### src/rtl/instr_fetch_mem_if.sv
// Bus between the instruction-fetch memory and its controller.
// Groups the load, control and fetch signals, together with the results the memory reports back.
interface instr_fetch_mem_if #(
    parameter int DATA_W = 16,
    parameter int ADDR_W = 8,
    parameter int PC_W   = 16
);
    logic              ld_en;
    logic [ADDR_W-1:0] ld_addr;
    logic [DATA_W-1:0] ld_data;
    logic              start;
    logic              halt;
    logic              fetch_req;
    logic [PC_W-1:0]   pc_in;
    logic              stall;
    logic [DATA_W-1:0] instr_out;
    logic              instr_valid;
    logic              running;
    logic [ADDR_W:0]   ld_count;
    logic              oob_fault;

    modport master (
        output ld_en, ld_addr, ld_data, start, halt, fetch_req, pc_in, stall,
        input  instr_out, instr_valid, running, ld_count, oob_fault
    );

    modport slave (
        input  ld_en, ld_addr, ld_data, start, halt, fetch_req, pc_in, stall,
        output instr_out, instr_valid, running, ld_count, oob_fault
    );
endinterface

### src/rtl/instr_fetch_mem.sv
// Instruction memory: the LOAD phase fills it, and the RUN phase serves fetches with one cycle of latency.
// A PC outside the memory returns NOP_WORD and sets a fault flag that stays set until reset.
module instr_fetch_mem #(
    parameter int                DATA_W   = 16,
    parameter int                ADDR_W   = 8,
    parameter int                PC_W     = 16,
    parameter logic [DATA_W-1:0] NOP_WORD = '0
) (
    input  logic             clk,
    input  logic             rst,
    instr_fetch_mem_if.slave bus
);
    typedef enum logic {LOAD = 1'b0, RUN = 1'b1} state_t;

    localparam int              DEPTH   = 1 << ADDR_W;
    localparam logic [ADDR_W:0] CNT_ONE = (ADDR_W+1)'(1);
    localparam logic [ADDR_W:0] CNT_MAX = CNT_ONE << ADDR_W;

    logic [DATA_W-1:0] mem [DEPTH];

    state_t            state_q, state_d;
    logic [DATA_W-1:0] instr_out_q, instr_out_d;
    logic              instr_valid_q, instr_valid_d;
    logic              running_q, running_d;
    logic [ADDR_W:0]   ld_count_q, ld_count_d;
    logic              oob_fault_q, oob_fault_d;

    logic              mem_we;
    logic              pc_in_range;
    logic [ADDR_W-1:0] fetch_idx;
    logic [DATA_W-1:0] fetch_word;

    assign fetch_idx   = bus.pc_in[ADDR_W-1:0];
    assign pc_in_range = ((bus.pc_in >> ADDR_W) == '0);
    assign fetch_word  = pc_in_range ? mem[fetch_idx] : NOP_WORD;

    // Reset gates the write so that a load that coincides with reset is dropped.
    assign mem_we = (state_q == LOAD) && bus.ld_en && !rst;

    always_comb begin
        state_d       = state_q;
        instr_out_d   = instr_out_q;
        instr_valid_d = instr_valid_q;
        ld_count_d    = ld_count_q;
        oob_fault_d   = oob_fault_q;

        case (state_q)
            LOAD: begin
                instr_valid_d = 1'b0;
                if (bus.ld_en && (ld_count_q != CNT_MAX)) begin
                    ld_count_d = ld_count_q + CNT_ONE;
                end
                if (bus.start) begin
                    state_d = RUN;
                end
            end
            RUN: begin
                if (bus.halt) begin
                    state_d       = LOAD;
                    instr_valid_d = 1'b0;
                    ld_count_d    = '0;
                end else if (!bus.stall) begin
                    if (bus.fetch_req) begin
                        instr_out_d   = fetch_word;
                        instr_valid_d = 1'b1;
                        if (!pc_in_range) begin
                            oob_fault_d = 1'b1;
                        end
                    end else begin
                        instr_valid_d = 1'b0;
                    end
                end
            end
            default: state_d = LOAD;
        endcase

        running_d = (state_d == RUN);
    end

    always_ff @(posedge clk or posedge rst) begin
        if (rst) begin
            state_q       <= LOAD;
            instr_out_q   <= '0;
            instr_valid_q <= 1'b0;
            running_q     <= 1'b0;
            ld_count_q    <= '0;
            oob_fault_q   <= 1'b0;
        end else begin
            state_q       <= state_d;
            instr_out_q   <= instr_out_d;
            instr_valid_q <= instr_valid_d;
            running_q     <= running_d;
            ld_count_q    <= ld_count_d;
            oob_fault_q   <= oob_fault_d;
        end
    end

    // The storage has no reset, so the loaded program survives a reset.
    always_ff @(posedge clk) begin
        if (mem_we) begin
            mem[bus.ld_addr] <= bus.ld_data;
        end
    end

    assign bus.instr_out   = instr_out_q;
    assign bus.instr_valid = instr_valid_q;
    assign bus.running     = running_q;
    assign bus.ld_count    = ld_count_q;
    assign bus.oob_fault   = oob_fault_q;
endmodule

### src/flat_wrapper.sv
// flat-port wrapper written by rule: the top's interface ports become plain ports
module instr_fetch_mem_flat 
#(
    parameter int                DATA_W   = 16,
    parameter int                ADDR_W   = 8,
    parameter int                PC_W     = 16,
    parameter logic [DATA_W-1:0] NOP_WORD = '0
)
  (clk, rst, bus_ld_en, bus_ld_addr, bus_ld_data, bus_start, bus_halt, bus_fetch_req, bus_pc_in, bus_stall, bus_instr_out, bus_instr_valid, bus_running, bus_ld_count, bus_oob_fault);
  instr_fetch_mem_if #(.DATA_W(DATA_W), .ADDR_W(ADDR_W), .PC_W(PC_W)) bus_i ();
  input  logic clk;
  input  logic rst;
  input wire logic [$bits(bus_i.ld_en)-1:0] bus_ld_en;
  input wire logic [$bits(bus_i.ld_addr)-1:0] bus_ld_addr;
  input wire logic [$bits(bus_i.ld_data)-1:0] bus_ld_data;
  input wire logic [$bits(bus_i.start)-1:0] bus_start;
  input wire logic [$bits(bus_i.halt)-1:0] bus_halt;
  input wire logic [$bits(bus_i.fetch_req)-1:0] bus_fetch_req;
  input wire logic [$bits(bus_i.pc_in)-1:0] bus_pc_in;
  input wire logic [$bits(bus_i.stall)-1:0] bus_stall;
  output wire logic [$bits(bus_i.instr_out)-1:0] bus_instr_out;
  output wire logic [$bits(bus_i.instr_valid)-1:0] bus_instr_valid;
  output wire logic [$bits(bus_i.running)-1:0] bus_running;
  output wire logic [$bits(bus_i.ld_count)-1:0] bus_ld_count;
  output wire logic [$bits(bus_i.oob_fault)-1:0] bus_oob_fault;
  assign bus_i.ld_en = bus_ld_en;
  assign bus_i.ld_addr = bus_ld_addr;
  assign bus_i.ld_data = bus_ld_data;
  assign bus_i.start = bus_start;
  assign bus_i.halt = bus_halt;
  assign bus_i.fetch_req = bus_fetch_req;
  assign bus_i.pc_in = bus_pc_in;
  assign bus_i.stall = bus_stall;
  assign bus_instr_out = bus_i.instr_out;
  assign bus_instr_valid = bus_i.instr_valid;
  assign bus_running = bus_i.running;
  assign bus_ld_count = bus_i.ld_count;
  assign bus_oob_fault = bus_i.oob_fault;
  instr_fetch_mem #(.DATA_W(DATA_W), .ADDR_W(ADDR_W), .PC_W(PC_W), .NOP_WORD(NOP_WORD)) u_core (.clk(clk), .rst(rst), .bus(bus_i));
endmodule
### config.mk
export PLATFORM = sky130hd
export DESIGN_NAME = instr_fetch_mem_flat
export DESIGN_NICKNAME = d
export VERILOG_FILES = /design/src/rtl/instr_fetch_mem_if.sv /design/src/rtl/instr_fetch_mem.sv /design/src/flat_wrapper.sv
export SDC_FILE = /design/constraint.sdc
export NUM_CORES = 2
export LEC_CHECK = 0
export CAP_MARGIN = 20
export CORE_ASPECT_RATIO = 0.6
export CORE_UTILIZATION = 30
export DETAILED_ROUTE_END_ITERATION = 6
export GPL_ROUTABILITY_DRIVEN = 1
export MAX_ROUTING_LAYER = met4
export PLACE_DENSITY = 0.42
export SLEW_MARGIN = 20
export SYNTH_ARGS = -nofsm -noshare
export SYNTH_HDL_FRONTEND = slang
export SYNTH_SLANG_ARGS = --single-unit
export TNS_END_PERCENT = 30
### constraint.sdc
create_clock -name clk -period 4.6 [get_ports clk]
set_input_delay 0.92 -clock clk [delete_from_list [all_inputs] [get_ports clk]]
set_output_delay 0.92 -clock clk [all_outputs]
set_load 0.01 [all_outputs]
==> impl_metrics.py <==
metrics = {
    "worst_setup_path": {
        "cp.depth": 9,
        "required_ns": 5.46,
        "cp_num_buf_inv": 2,
        "crit_path_start": "bus_pc_in[0]",
        "critical_path.top_delay_family": "simple AND/OR/NAND/NOR gates",
        "reg2regPathDepth": 8,
        "max_stage_delay_ns": 0.95,
        "r2r_end": "u_core.mem[73][11]$_DFFE_PP_",
        "cpMaxStageDelayCell": "nor4_1",
        "critPathCapture": "u_core.bus.instr_out[14]$_DFFE_PP0P_",
        "crit_chain": "buf_16 -> buf_12 -> mux4_2 -> mux2_2 -> a21oi_1 -> o21ai_1 -> nor4_1 -> nor4_1 -> a22o_1",
        "crit_path_frequent_cell": "nor4_1",
        "reg2reg_slack_ns": 1.17,
        "arrival_ns": 4.85,
        "reg2reg_from": "u_core.state_q$_DFF_PP0_",
        "path_max_fanout": 44,
        "cp-end-kind": "flip-flop",
        "path_class": "input pin to flip-flop",
        "worstSetupStartpointType": "input pin",
    },
    "synth": {
        "yosysMostFrequentCell": "edfxtp_1",
        "yosysUniqueCellTypes": 82,
        "synthFlopType": "edfxtp_1",
        "synth.avg_cell_area_um2": 21.5,
        "yosysWarningCount": 0,
        "syn-num-nets": 7475,
        "syn_inst": 7426,
        "synth.area.top_cells": "edfxtp_1 (77%), mux4_2 (12%), mux2i_1 (2.5%)",
        "ys_async_sr_fraction_pct": 0.679,
        "synth_top_area_share_pct": 77.2,
        "yosysTopAreaCell": "edfxtp_1",
        "synth_edf_count": 4096,
        "synthTopCellsByCount": "edfxtp_1 (4,096), mux4_2 (865), mux2i_1 (391), nor2_1 (337), nand2_1 (202)",
        "ys_ff_latch": 4124,
        "synth_area_um2": 159000,
        "synth-seq-area-share_pct": 77.7,
    },
    "die": {
        "row_count": 206,
        "die_w_um": 943,
        "core_um2": 527000,
        "initial_core_util_pct": 30.2,
        "dieArea_um2": 534000,
        "fp.dieH_um": 566,
        "ios": 75,
    },
    "min_path": {
        "min_from": "bus_ld_data[4]",
        "hold_path.class": "input pin to flip-flop",
    },
    "timing": {
        "post-route-period-util_pct": 86.7,
        "slew_viol_final": 0,
        "fin_crit_ns": 3.99,
        "whs_ns": 0.357,
        "worst_pin_slew_ns": 1.29,
        "timing.final.ws_setup_ns": 0.612,
        "hold_viol": 0,
        "fmax_mhz": 251,
        "maxSlewHeadroom_pct": 13.3,
        "setup_viol": 0,
        "finClkSkew_ns": 0.0693,
        "rsz0062_at_grt": "no",
        "setup_tns_ns": 0,
    },
    "power_and_ir_drop": {
        "power_density_nw_per_um2": 419,
        "power_leakage_nw": 59.6,
        "pwr-share-comb_pct": 6.3,
        "intPower_mw": 61.1,
        "p_sw_share_pct": 22.7,
        "power_switching_mw": 18.0,
        "finalPower_mw": 79.1,
        "p_clk_share_pct": 41.4,
        "ir_drop_mv": 0.273,
        "p_seq_share_pct": 52.3,
    },
    "place": {
        "post-place-ws_ns": -0.352,
        "portBuffers": 74,
        "globalplace.congestion": 0.850,
        "place.detailed.hpwl_um": 373000,
        "placed_area_um2": 176000,
    },
    "routing": {
        "viasPerCell": 5.36,
        "routedWlPerCell_um": 35.9,
        "dr.first_iter.drc_count": 12000,
        "vias": 84900,
        "first_pass_iters": 6,
        "ant_nets": 0,
        "wl_um": 569000,
        "drc_errors": 0,
    },
    "final_layout": {
        "drive_gt1_share_pct": 31.1,
        "fillCellCount": 48700,
        "fin_area_um2": 189000,
        "finalNetCount": 8495,
        "area_delta_synth_final_pct": 18.6,
    },
    "global_routing": {
        "grt_pass1_wl_um": 760000,
        "grt_max_degree": 104,
        "overflow": 0,
        "groute.usage.overall_pct": 21.4,
        "antenna_found_initial": 55,
        "grt_pass1_vias": 82700,
    },
    "clocking": {
        "clkTransAtPathRegs_ns": 0.07,
        "cts_made_buffers": 394,
        "cts_tree": "done",
        "hold_buffers": 0,
        "clk_path_buf_depth": 4,
        "clk_latency_ns": 0.98,
        "cts_sinks": 4124,
        "cts_root_buf": "clkbuf_16",
        "h-tree-depth": 5,
        "post_cts_buffers": 0,
        "post_cts_resized": 0,
    },
    "outcome": {
        "status": "finished clean",
    },
    "run": {
        "maxCapViolations": 0,
    },
}
## how the worst min path moves through the flow
| stage | to | slack, ns | cells past startpoint |
|---|---|---|---|
| 3_3_place_gp | u_core.bus.oob_fault$_DFFE_PP0P_ | 0.45 | 1 |
| 3_5_place_dp | u_core.bus.oob_fault$_DFFE_PP0P_ | 0.46 | 1 |
| 4_1_cts | u_core.mem[12][0]$_DFFE_PP_ | 0.32 | 1 |
| 6_report | u_core.mem[22][4]$_DFFE_PP_ | 0.36 | 1 |
| 2_1_floorplan | u_core.bus.oob_fault$_DFFE_PP0P_ | 0.49 | 1 |
| 5_1_grt | u_core.mem[21][0]$_DFFE_PP_ | 0.35 | 1 |
## kinds of logic after synthesis
kind of cell | Yosys count | synth area share (%)
AOI/OAI and AO/OA | 750 | 3.26
muxes | 1293 | 14.9
xor gates and xnor gates | 6 | 0.0330
and+or+nand+nor | 816 | 2.28
adders and majority gates | 2 | 0.0157
buffers and inverters | 435 | 1.81
DFF | 4124 | 77.7
## metal layers
metal	global-route usage, %	part of all wire [%]	up-vias
li1	-	-	33400
met1	33.7	49	47200
met2	28.8	41	3737
met3	3.98	8.3	537
met4	3.54	1.7	0
met5	-	0	-
## cell type report
class | count | area (um2) | share of cell area [%]
Antenna cell | 16 | 40.0 | 0.0212
Clock buffer | 494 | 10400 | 5.53
Clock inverter | 216 | 2110 | 1.12
Inverter | 9 | 43.8 | 0.0232
Multi-Input combinational cell | 2867 | 33500 | 17.7
Sequential cell | 4124 | 124000 | 65.5
Tap cell | 7072 | 8850 | 4.68
Timing Repair Buffer | 1050 | 10300 | 5.45
## placed cells by master, fill, tap and decap left out, drive strengths merged, types with 17 or more instances in the layout
cell	instances
mux2	37
a21oi	126
mux4	865
mux2i	391
bufinv	37
a211oi	46
clkbuf	494
nor2b	46
clkinv	160
nor3	63
clkdlybuf4s50	52
buf	998
dfrtp	28
nor4	21
nor2	337
o211ai	21
o221ai	89
a31oi	26
nand2	202
nand2b	20
edfxtp	4096
o21ai	70
nand4	17
o22ai	166
nand3	61
a22oi	92
## power groups by stage
| stage | Combinational (mW) | Sequential (mW) | Clock (mW) |
|---|---|---|---|
| final | 4.98 | 41.3 | 32.8 |
| after global routing | 5.14 | 41.3 | 34.7 |
| after CTS | 4.97 | 41.3 | 33.4 |
| after detailed placement | 4.96 | 42.1 | 0 |
| after global placement | 4.91 | 42.1 | 0 |
| after floorplan | 1.99 | 42.2 | 0 |
## per-stage QoR
step	utilization [%]	instances
after floorplan	-	7426
after global placement	33.5	15100
after detailed placement	33.5	15100
after CTS	35.9	15800
after global routing	35.9	15800
final	35.9	15800
## sequential cells by signal (all words and copies together) (netlist names)
name,flops
u_core.bus.oob_fault,1
u_core.bus.instr_valid,1
u_core.state_q,1
u_core.mem,4096
u_core.bus.instr_out,16
u_core.bus.ld_count,9
Power figures use the tool's default switching activity.
